$ cat config.mk
export PLATFORM = sky130hd
export DESIGN_NAME = scan_sequencer
export DESIGN_NICKNAME = d
export VERILOG_FILES = /design/src/rtl/scan_sequencer.sv
export SDC_FILE = /design/constraint.sdc
export NUM_CORES = 1
export LEC_CHECK = 0
export CAP_MARGIN = 20
export CORE_ASPECT_RATIO = 1.25
export CORE_MARGIN = 10
export CORE_UTILIZATION = 48
export DETAILED_ROUTE_END_ITERATION = 6
export GPL_ROUTABILITY_DRIVEN = 0
export PLACE_DENSITY = 0.78
export SLEW_MARGIN = 25
export SYNTH_ARGS = -nofsm -noshare
export SYNTH_HDL_FRONTEND = slang
export SYNTH_SLANG_ARGS = --single-unit
$ cat constraint.sdc
create_clock -name clock50Mhz -period 5.5 [get_ports clock50Mhz]
set_input_delay 1.1 -clock clock50Mhz [delete_from_list [all_inputs] [get_ports clock50Mhz]]
set_output_delay 1.1 -clock clock50Mhz [all_outputs]
set_load 0.02 [all_outputs]
$ cat src/rtl/scan_sequencer.sv
// Stepped DAC scan: for each step, load the DAC, settle, run one counter gate
// and hand the {code, step, count} result out through a valid/ready port.
module scan_sequencer #(
  parameter logic [7:0] BASE_ADDR = 8'h60,
  parameter int         SETTLE_W  = 16
) (
  input  logic        clock50Mhz,
  input  logic        reset,
  input  logic [7:0]  addr,
  input  logic [7:0]  data,
  input  logic        write,
  output logic [7:0]  data_out,
  output logic        dac_write32,
  output logic [31:0] dac_data32,
  input  logic        dac_busy,
  output logic        cnt_start,
  input  logic        cnt_done,
  input  logic [31:0] cnt_value,
  output logic        res_valid,
  input  logic        res_ready,
  output logic [63:0] res_data,
  output logic        busy,
  output logic        scan_done
);

  typedef enum logic [2:0] {
    S_IDLE, S_LOAD, S_WAIT_DAC, S_SETTLE, S_COUNT, S_WAIT_CNT, S_EMIT, S_NEXT
  } state_t;

  state_t                state_q, state_d;
  logic [11:0]           code_q, code_d;
  logic [15:0]           step_idx_q, step_idx_d;
  logic [SETTLE_W-1:0]   settle_q, settle_d;
  logic                  dac_arm_q, dac_arm_d;
  logic                  dac_wr_q, dac_wr_d;
  logic [31:0]           dac_data_q, dac_data_d;
  logic                  cnt_start_q, cnt_start_d;
  logic                  res_valid_q, res_valid_d;
  logic [63:0]           res_data_q, res_data_d;
  logic                  scan_done_q, scan_done_d;
  logic [11:0]           start_q, start_d;
  logic [7:0]            step_q, step_d;
  logic [15:0]           nsteps_q, nsteps_d;
  logic [7:0]            settle_cfg_q, settle_cfg_d;

  logic [7:0]            off;
  logic                  ctrl_wr, start_cmd, abort_cmd;
  logic [SETTLE_W-1:0]   settle_load;

  function automatic logic [11:0] sat_add(input logic [11:0] c, input logic [7:0] s);
    logic [12:0] sum;
    sum = {1'b0, c} + {5'b0, s};
    return sum[12] ? 12'hFFF : sum[11:0];
  endfunction

  assign off         = addr - BASE_ADDR;
  assign ctrl_wr     = write && (off == 8'd6);
  // Abort outranks start when both bits arrive in one write.
  assign abort_cmd   = ctrl_wr && data[1];
  assign start_cmd   = ctrl_wr && data[0] && !data[1];
  assign settle_load = SETTLE_W'({settle_cfg_q, 8'h00});

  assign busy        = (state_q != S_IDLE);
  assign dac_write32 = dac_wr_q;
  assign dac_data32  = dac_data_q;
  assign cnt_start   = cnt_start_q;
  assign res_valid   = res_valid_q;
  assign res_data    = res_data_q;
  assign scan_done   = scan_done_q;

  always_comb begin
    data_out = 8'h00;
    case (off)
      8'd0:    data_out = start_q[7:0];
      8'd1:    data_out = {4'h0, start_q[11:8]};
      8'd2:    data_out = step_q;
      8'd3:    data_out = nsteps_q[7:0];
      8'd4:    data_out = nsteps_q[15:8];
      8'd5:    data_out = settle_cfg_q;
      8'd6:    data_out = {6'b0, busy, 1'b0};
      default: data_out = 8'h00;
    endcase
  end

  always_comb begin
    start_d      = start_q;
    step_d       = step_q;
    nsteps_d     = nsteps_q;
    settle_cfg_d = settle_cfg_q;
    if (write && state_q == S_IDLE) begin
      case (off)
        8'd0:    start_d[7:0]   = data;
        8'd1:    start_d[11:8]  = data[3:0];
        8'd2:    step_d         = data;
        8'd3:    nsteps_d[7:0]  = data;
        8'd4:    nsteps_d[15:8] = data;
        8'd5:    settle_cfg_d   = data;
        default: ;
      endcase
    end
  end

  always_comb begin
    state_d     = state_q;
    code_d      = code_q;
    step_idx_d  = step_idx_q;
    settle_d    = settle_q;
    dac_arm_d   = dac_arm_q;
    dac_wr_d    = 1'b0;
    dac_data_d  = dac_data_q;
    cnt_start_d = 1'b0;
    res_valid_d = res_valid_q;
    res_data_d  = res_data_q;
    scan_done_d = 1'b0;
    if (abort_cmd && state_q != S_IDLE) begin
      state_d     = S_IDLE;
      res_valid_d = 1'b0;
      scan_done_d = 1'b1;
    end else begin
      case (state_q)
        S_IDLE: if (start_cmd) begin
          code_d     = start_q;
          step_idx_d = 16'd0;
          if (nsteps_q == 16'd0) scan_done_d = 1'b1;
          else                   state_d     = S_LOAD;
        end
        S_LOAD: begin
          dac_wr_d   = 1'b1;
          dac_data_d = {20'h0, code_q};
          dac_arm_d  = 1'b1;
          state_d    = S_WAIT_DAC;
        end
        // The first cycle gives the driver time to raise dac_busy.
        S_WAIT_DAC: begin
          if (dac_arm_q) begin
            dac_arm_d = 1'b0;
          end else if (!dac_busy) begin
            settle_d = settle_load;
            state_d  = S_SETTLE;
          end
        end
        S_SETTLE: begin
          if (settle_q == '0) state_d  = S_COUNT;
          else                settle_d = settle_q - 1'b1;
        end
        S_COUNT: begin
          cnt_start_d = 1'b1;
          state_d     = S_WAIT_CNT;
        end
        S_WAIT_CNT: if (cnt_done) begin
          res_data_d  = {4'h0, code_q, step_idx_q, cnt_value};
          res_valid_d = 1'b1;
          state_d     = S_EMIT;
        end
        S_EMIT: if (res_ready) begin
          res_valid_d = 1'b0;
          state_d     = S_NEXT;
        end
        S_NEXT: begin
          if (step_idx_q + 16'd1 == nsteps_q) begin
            scan_done_d = 1'b1;
            state_d     = S_IDLE;
          end else begin
            step_idx_d = step_idx_q + 16'd1;
            code_d     = sat_add(code_q, step_q);
            state_d    = S_LOAD;
          end
        end
        default: state_d = S_IDLE;
      endcase
    end
  end

  always_ff @(posedge clock50Mhz or posedge reset) begin
    if (reset) begin
      state_q      <= S_IDLE;
      code_q       <= '0;
      step_idx_q   <= '0;
      settle_q     <= '0;
      dac_arm_q    <= 1'b0;
      dac_wr_q     <= 1'b0;
      dac_data_q   <= '0;
      cnt_start_q  <= 1'b0;
      res_valid_q  <= 1'b0;
      res_data_q   <= '0;
      scan_done_q  <= 1'b0;
      start_q      <= '0;
      step_q       <= 8'd1;
      nsteps_q     <= '0;
      settle_cfg_q <= '0;
    end else begin
      state_q      <= state_d;
      code_q       <= code_d;
      step_idx_q   <= step_idx_d;
      settle_q     <= settle_d;
      dac_arm_q    <= dac_arm_d;
      dac_wr_q     <= dac_wr_d;
      dac_data_q   <= dac_data_d;
      cnt_start_q  <= cnt_start_d;
      res_valid_q  <= res_valid_d;
      res_data_q   <= res_data_d;
      scan_done_q  <= scan_done_d;
      start_q      <= start_d;
      step_q       <= step_d;
      nsteps_q     <= nsteps_d;
      settle_cfg_q <= settle_cfg_d;
    end
  end

endmodule

==> metrics.txt, run 1 <==
EDFF count, synth=0; Final setup viols=0; Max Cap Violations=0; Leak=4.57 nW; I/O Pins=163; final count of pins violating max slew=0; largest net degree at the start of global routing=135; combinational power share=36.8%; fin crit share=96.6%; Synth area leaders=dfrtp_1, mux2_2, nand2_1, o21ai_0, buf_4; Critical Path AT=4210 ps; Clk pwr share=24.1%; top cell type's share of synthesized area=48.9%; final instance area=0.0105 mm2; Fin. Hold Viols=0; # Post-CTS Setup Buffers=0; Core Box Area=0.0175 mm2; grt ovf=0; Worst Hold Depth=2; Max clock buf depth=2; CTS H-tree lvls=4; nature of the critical path endpoint=primary output; Avg WL per Cell=19.1 um; TritonCTS Buffers=17; Die X=139 um; number of global-route vias before repair=6,550; largest area contributor in the netlist=dfrtp_1; PortBufs=138; ys async rst share=100%; total wire length=22,000 um; # hold bufs at CTS=0; run status=finished clean; first-pass iteration count of the detailed router=5; P_sw=0.00171 W; # resized after CTS=0; NumNets Final=986; Pint=0.00303 W; Seq pwr share=39.1%; P&R area growth vs syn=23.4%; Sw Share=36.0%; initial core utilization=48.8%; Worst setup SP type=input port; Rows=54; Synth cell types=66; CP required=4400 ps; die footprint=0.0236 mm2; CTS tree=done; Global Route Usage Sum=18.3%; Hold WS=478 ps; clk_lat worst skew=430 ps; Tightest Pin Transition=767 ps; Final Critical Period=5310 ps; Syn Inst Count=800; Mapped Area=0.00854 mm2; clk sinks=168; clk_skew=8.17 ps; total number of vias=6,626; RSZ-0062 raised after global routing=no; CTS Root Cell=clkbuf_16; reg2reg path depth=9; Power Dens Cells=450 mW/mm2; vias per inst=5.73; drt drc=0; Seq/Total Area, Yosys=49.2%; DP Wirelength=16,100 um; first-pass GRT wire length=35,200 um; number of diodes=0; Total Power=0.00474 W; CP Max Fanout=8; Fmax=188 MHz; antenna violations before repair=0; worst rel slew slack=48.7%; Placed Instance Area=0.00999 mm2; 1st-iter DRT viols=653; synthesized flop and latch total=168; share of post-route cells with drive strength above 1=15.6%; Die H=169 um; Sum Neg Setup Slack=0 ps; CP Class=input port to primary output; Synth Flop Type=dfrtp_1; YS warnings=0; worst IR drop on VDD=0.302 mV; Worst-path clk slew=60 ps; Detail Route Antenna Nets=0; syn avg cell area=10.7 um2; Hold Path Class=register to register
-- cells in the final DEF (no fill, tap or decap), types with 13 or more instances in the layout --
cell and n:
mux2_2 94, nor3_1 17, nor2_1 45, nand2_1 76
nor4_1 18, a21oi_1 19, clkdlybuf4s50_1 138, conb_1 24
xor2_1 13, o21ai_0 49, inv_1 23, nand3_1 15
xnor2_1 18, dfrtp_1 167, mux2i_1 15, clkbuf_16 17
-- worst paths after layout --
| path | from | to | slack (ps) |
|---|---|---|---|
| max in group asynchronous | reset | code_q[0] | 3180 |
| worst max-delay path | addr[5] | data_out[2] | 190 |
| min in group asynchronous | reset | res_data[30] | 1140 |
| worst min-delay path | dac_data32[1] | dac_data32[1] | 480 |
| worst min register to register | dac_data32[1] | dac_data32[1] | 480 |
| worst max register to register | step_idx_q[0] | code_q[9] | 2310 |
-- critical path: stages --
cell and delay, ps:
clkdlybuf4s50_1 420, ha_1 290, or3b_2 500, or4_1 560, nor2_1 420, a222oi_1 160, nand2_1 120, clkdlybuf4s50_1 640
-- kinds of logic after synthesis --
group                    synth area share, %
other                                 0.0439
AND/OR/NAND/NOR                         14.2
XOR/XNOR                                3.18
buffers and inverters                   5.63
multiplexers                            14.2
AO/OA/AOI/OAI                           11.8
adder cells (fa/ha/maj)                 1.85
flip-flops                              49.2
-- power by group through the flow --
stage	Combinational (W)	Clock (W)	Sequential [W]
finish	0.00175	0.00114	0.00185
global placement	0.00172	0	0.00185
detailed placement	0.00176	0	0.00187
CTS	0.00177	0.00116	0.00185
global route	0.00190	0.00121	0.00190
floorplan	0.000921	0	0.00201
-- through the flow --
step / std cells / setup WS (ps) / utilization, %
CTS: 1156 / 194 / 60.2
detailed placement: 1125 / 222 / 57.1
floorplan: 823 / 1410 / -
global route: 1156 / 29.2 / 60.2
global placement: 1125 / 234 / 57.1
finish: 1156 / 186 / 60.2
-- synthesized netlist by cell type (5+ instances only) --
cell and count:
xnor2_1 18, nor3_1 17, o22ai_1 10, nor4_1 18, buf_2 9, nand2_1 76, xor2_1 13, o31ai_1 11
mux2i_1 15, ha_1 11, a222oi_1 10, nand3_1 15, a21oi_1 19, dfrtp_1 167, nand2b_1 5, nor2b_1 5
or3_1 8, clkbuf_1 23, o311ai_1 5, o211ai_1 5, and3_1 8, inv_1 24, nor2_1 45, buf_1 6
o21ai_0 49, buf_4 27, a22oi_1 9, mux2_2 94, nand4_1 11
-- metal layers --
layer	wire [um]	track usage [%]	share of wire, %	vias up
met2	11100	30.8	50	269
li1	-	-	-	3086
met3	1820	5.99	8.2	44
met4	542	7.91	2.5	0
met1	8570	20.9	39	3227
met5	0	0	0	-
-- state kept, by name, summed over array words and instances, names as in the netlist --
name and cells:
dac_arm_q 1, res_valid 1, settle_q 16, dac_write32 1, dac_data32 12, res_data 60, step_q 8, settle_cfg_q 8
state_q 3, scan_done 1, cnt_start 1, start_q 12, step_idx_q 16, code_q 12, nsteps_q 16
-- layout make-up --
cell class                      instances  area, um2
Sequential cell                       168       4210
Timing Repair Buffer                  146       1470
Fill cell                            1459       6960
Tap cell                              224        280
Clock inverter                         10       95.1
Multi-Input combinational cell        563       3940
Inverter                               24       93.8
Clock buffer                           21        460
(Power assumes the default switching activity.)
==> inputs of run 2 (changes only) <==
--- a/config.mk
+++ b/config.mk
@@ -11,6 +11,7 @@
 export CORE_UTILIZATION = 48
 export DETAILED_ROUTE_END_ITERATION = 6
 export GPL_ROUTABILITY_DRIVEN = 0
+export GPL_TIMING_DRIVEN = 0
 export PLACE_DENSITY = 0.78
 export SLEW_MARGIN = 25
 export SYNTH_ARGS = -nofsm -noshare
==> metrics.txt, run 2 (synthesis results as in run 1) <==
met2 Use GR=33.5% (+2.8 points); Die H=169 um (unchanged); met3 Use GR=6.02% (+0.028 points); Detail Route Antenna Nets=0 (unchanged); drt drc=0 (unchanged); run status=finished clean; die footprint=0.0236 mm2 (unchanged); Max Cap Violations=0 (unchanged); number of global-route vias before repair=7,093 (+8.3%); worst reg-to-reg setup slack=2220 ps (-90 ps); first-pass iteration count of the detailed router=5 (unchanged); DP Wirelength=17,400 um (+8.2%); Fill cells=1,429 (-2.1%); antenna violations before repair=0 (unchanged); fin crit share=96.9% (+0.28 points); NumNets Final=1,051 (+6.6%); CTS tree=done; Worst setup SP type=input port; Total Power=0.00497 W (+4.7%); CP required=4400 ps (about the same); CTS Root Cell=clkbuf_16; most common cell after layout, fill and taps aside=dfrtp_1; Die X=139 um (unchanged); nature of the critical path endpoint=primary output; Critical Path AT=4230 ps (+20 ps); P&R area growth vs syn=29.3%; Avg WL per Cell=18.9 um (-0.86%); Core Box Area=0.0175 mm2 (unchanged); CP Max Fanout=8 (unchanged); number of diodes=0 (unchanged); Power Dens Cells=450 mW/mm2 (about the same); CTS H-tree lvls=4 (unchanged); PortBufs=137 (-0.72%); Final setup viols=0 (unchanged); r2r startpoint=step_idx_q[0]; largest net degree at the start of global routing=32 (-76%); worst rel slew slack=51.0% (+2.3 points); Sum Neg Setup Slack=0 ps (unchanged); Worst-path clk slew=70 ps (about the same); Final Critical Period=5330 ps (+15.4 ps); I/O Pins=163 (unchanged); hold endpoint=dac_data32[6]; TritonCTS Buffers=17 (unchanged); Leak=4.84 nW (+5.9%); M1 GR Usage=21.5% (+0.64 points); clk sinks=168 (unchanged); # Post-CTS Setup Buffers=0 (unchanged); Rows=54 (unchanged); Global Route Usage Sum=19.3% (+1.0 points); grt ovf=0 (unchanged); Worst Hold Depth=2 (unchanged); 1st-iter DRT viols=619 (-5.2%); clk_skew=11.9 ps (+3.73 ps); CP Class=input port to primary output; worst IR drop on VDD=0.282 mV (-6.3%); Fmax=188 MHz (-0.29%); RSZ-0062 raised after global routing=no; reg2reg path depth=10 (+1); first-pass GRT wire length=37,100 um (+5.5%); Hold Path Class=register to register; max reg flops=60 (unchanged); initial core utilization=48.8% (unchanged); register area=0.00421 mm2 (unchanged); final count of pins violating max slew=0 (unchanged); clk_lat worst skew=440 ps (about the same); worst r2r dst=state_q[0]; total number of vias=6,986 (+5.4%); Multi-input gate area=0.00395 mm2 (+0.29%); Max clock buf depth=2 (unchanged); share of post-route cells with drive strength above 1=18.5% (+3.0 points); min-delay src=dac_data32[6]; vias per inst=5.72 (-0.26%); Tightest Pin Transition=732 ps (-35.4 ps); Fin. Hold Viols=0 (unchanged); busiest grt layer=met2; total wire length=23,100 um (+4.8%); Hold WS=480 ps (+2.47 ps); most frequent cells in the layout=dfrtp_1, clkdlybuf4s50_1, mux2_2; final core occ=63.1% (+2.9 points)
-- run 2: per-stage QoR --
| step | cells | area [um2] | setup slack [ps] |
|---|---|---|---|
| 4_1_cts | 1222 | 11000 | 76.5 |
| 6_report | 1222 | 11000 | 170 |
| 2_1_floorplan | 823 | 8630 | 1410 |
| 5_1_grt | 1222 | 11000 | 53.4 |
| 3_5_place_dp | 1190 | 10400 | 102 |
| 3_3_place_gp | 1184 | 10300 | 122 |
-- run 2: layout make-up --
type / count / share of cell area [%]
repair buffers: 143 / 13.6
multi-input cells: 563 / 35.8
clock inverters: 13 / 1.74
inverters: 24 / 0.850
clock buffers: 19 / 3.92
well taps: 224 / 2.54
flip-flops and latches: 168 / 38.1
plain buffers: 68 / 3.53
-- run 2: routing by layer --
layer	vias up	wire, um	part of all wire (%)
li1	3223	-	-
met1	3474	8890	39
met2	241	11800	51
met3	48	1770	7.6
met4	0	683	3.0
met5	-	0	0
-- run 2: critical path, stage by stage --
cell	delay, ps
clkdlybuf4s50_1	420
ha_1	290
or3b_2	500
or4_1	570
nor2_1	390
a222oi_1	190
nand2_1	140
clkdlybuf4s50_1	620
-- run 2: report_power, final --
group,switching [W],internal [W],leakage (nW),total (W)
combinational,0.00104,0.000875,2.38,0.00191
sequential,0.000214,0.00156,2.17,0.00178
clock,0.000511,0.000766,0.299,0.00128
-- run 2: timing repair --
action / 4_1_cts / 5_1_grt
resized for setup: 0 / 2
setup endpoints to repair: 0 / 8
hold buffers: 0 / 0
endpoints found under the hold margin: 0 / 0
-- run 2: how the worst max path moves through the flow --
stage,from,endpoint
after floorplan,addr[5],data_out[0]
after detailed placement,addr[5],data_out[0]
after global routing,addr[5],data_out[2]
after CTS,addr[5],data_out[0]
after global placement,addr[5],data_out[2]
final,addr[5],data_out[0]
==> inputs of run 3 (changes only) <==
--- a/config.mk
+++ b/config.mk
@@ -5,6 +5,7 @@
 export SDC_FILE = /design/constraint.sdc
 export NUM_CORES = 1
 export LEC_CHECK = 0
+export ABC_CLOCK_PERIOD_IN_PS = 5500
 export CAP_MARGIN = 20
 export CORE_ASPECT_RATIO = 1.25
 export CORE_MARGIN = 10
==> results of run 3 <==
Same layout as run 2: the final DEF is identical, and so are final timing and power.
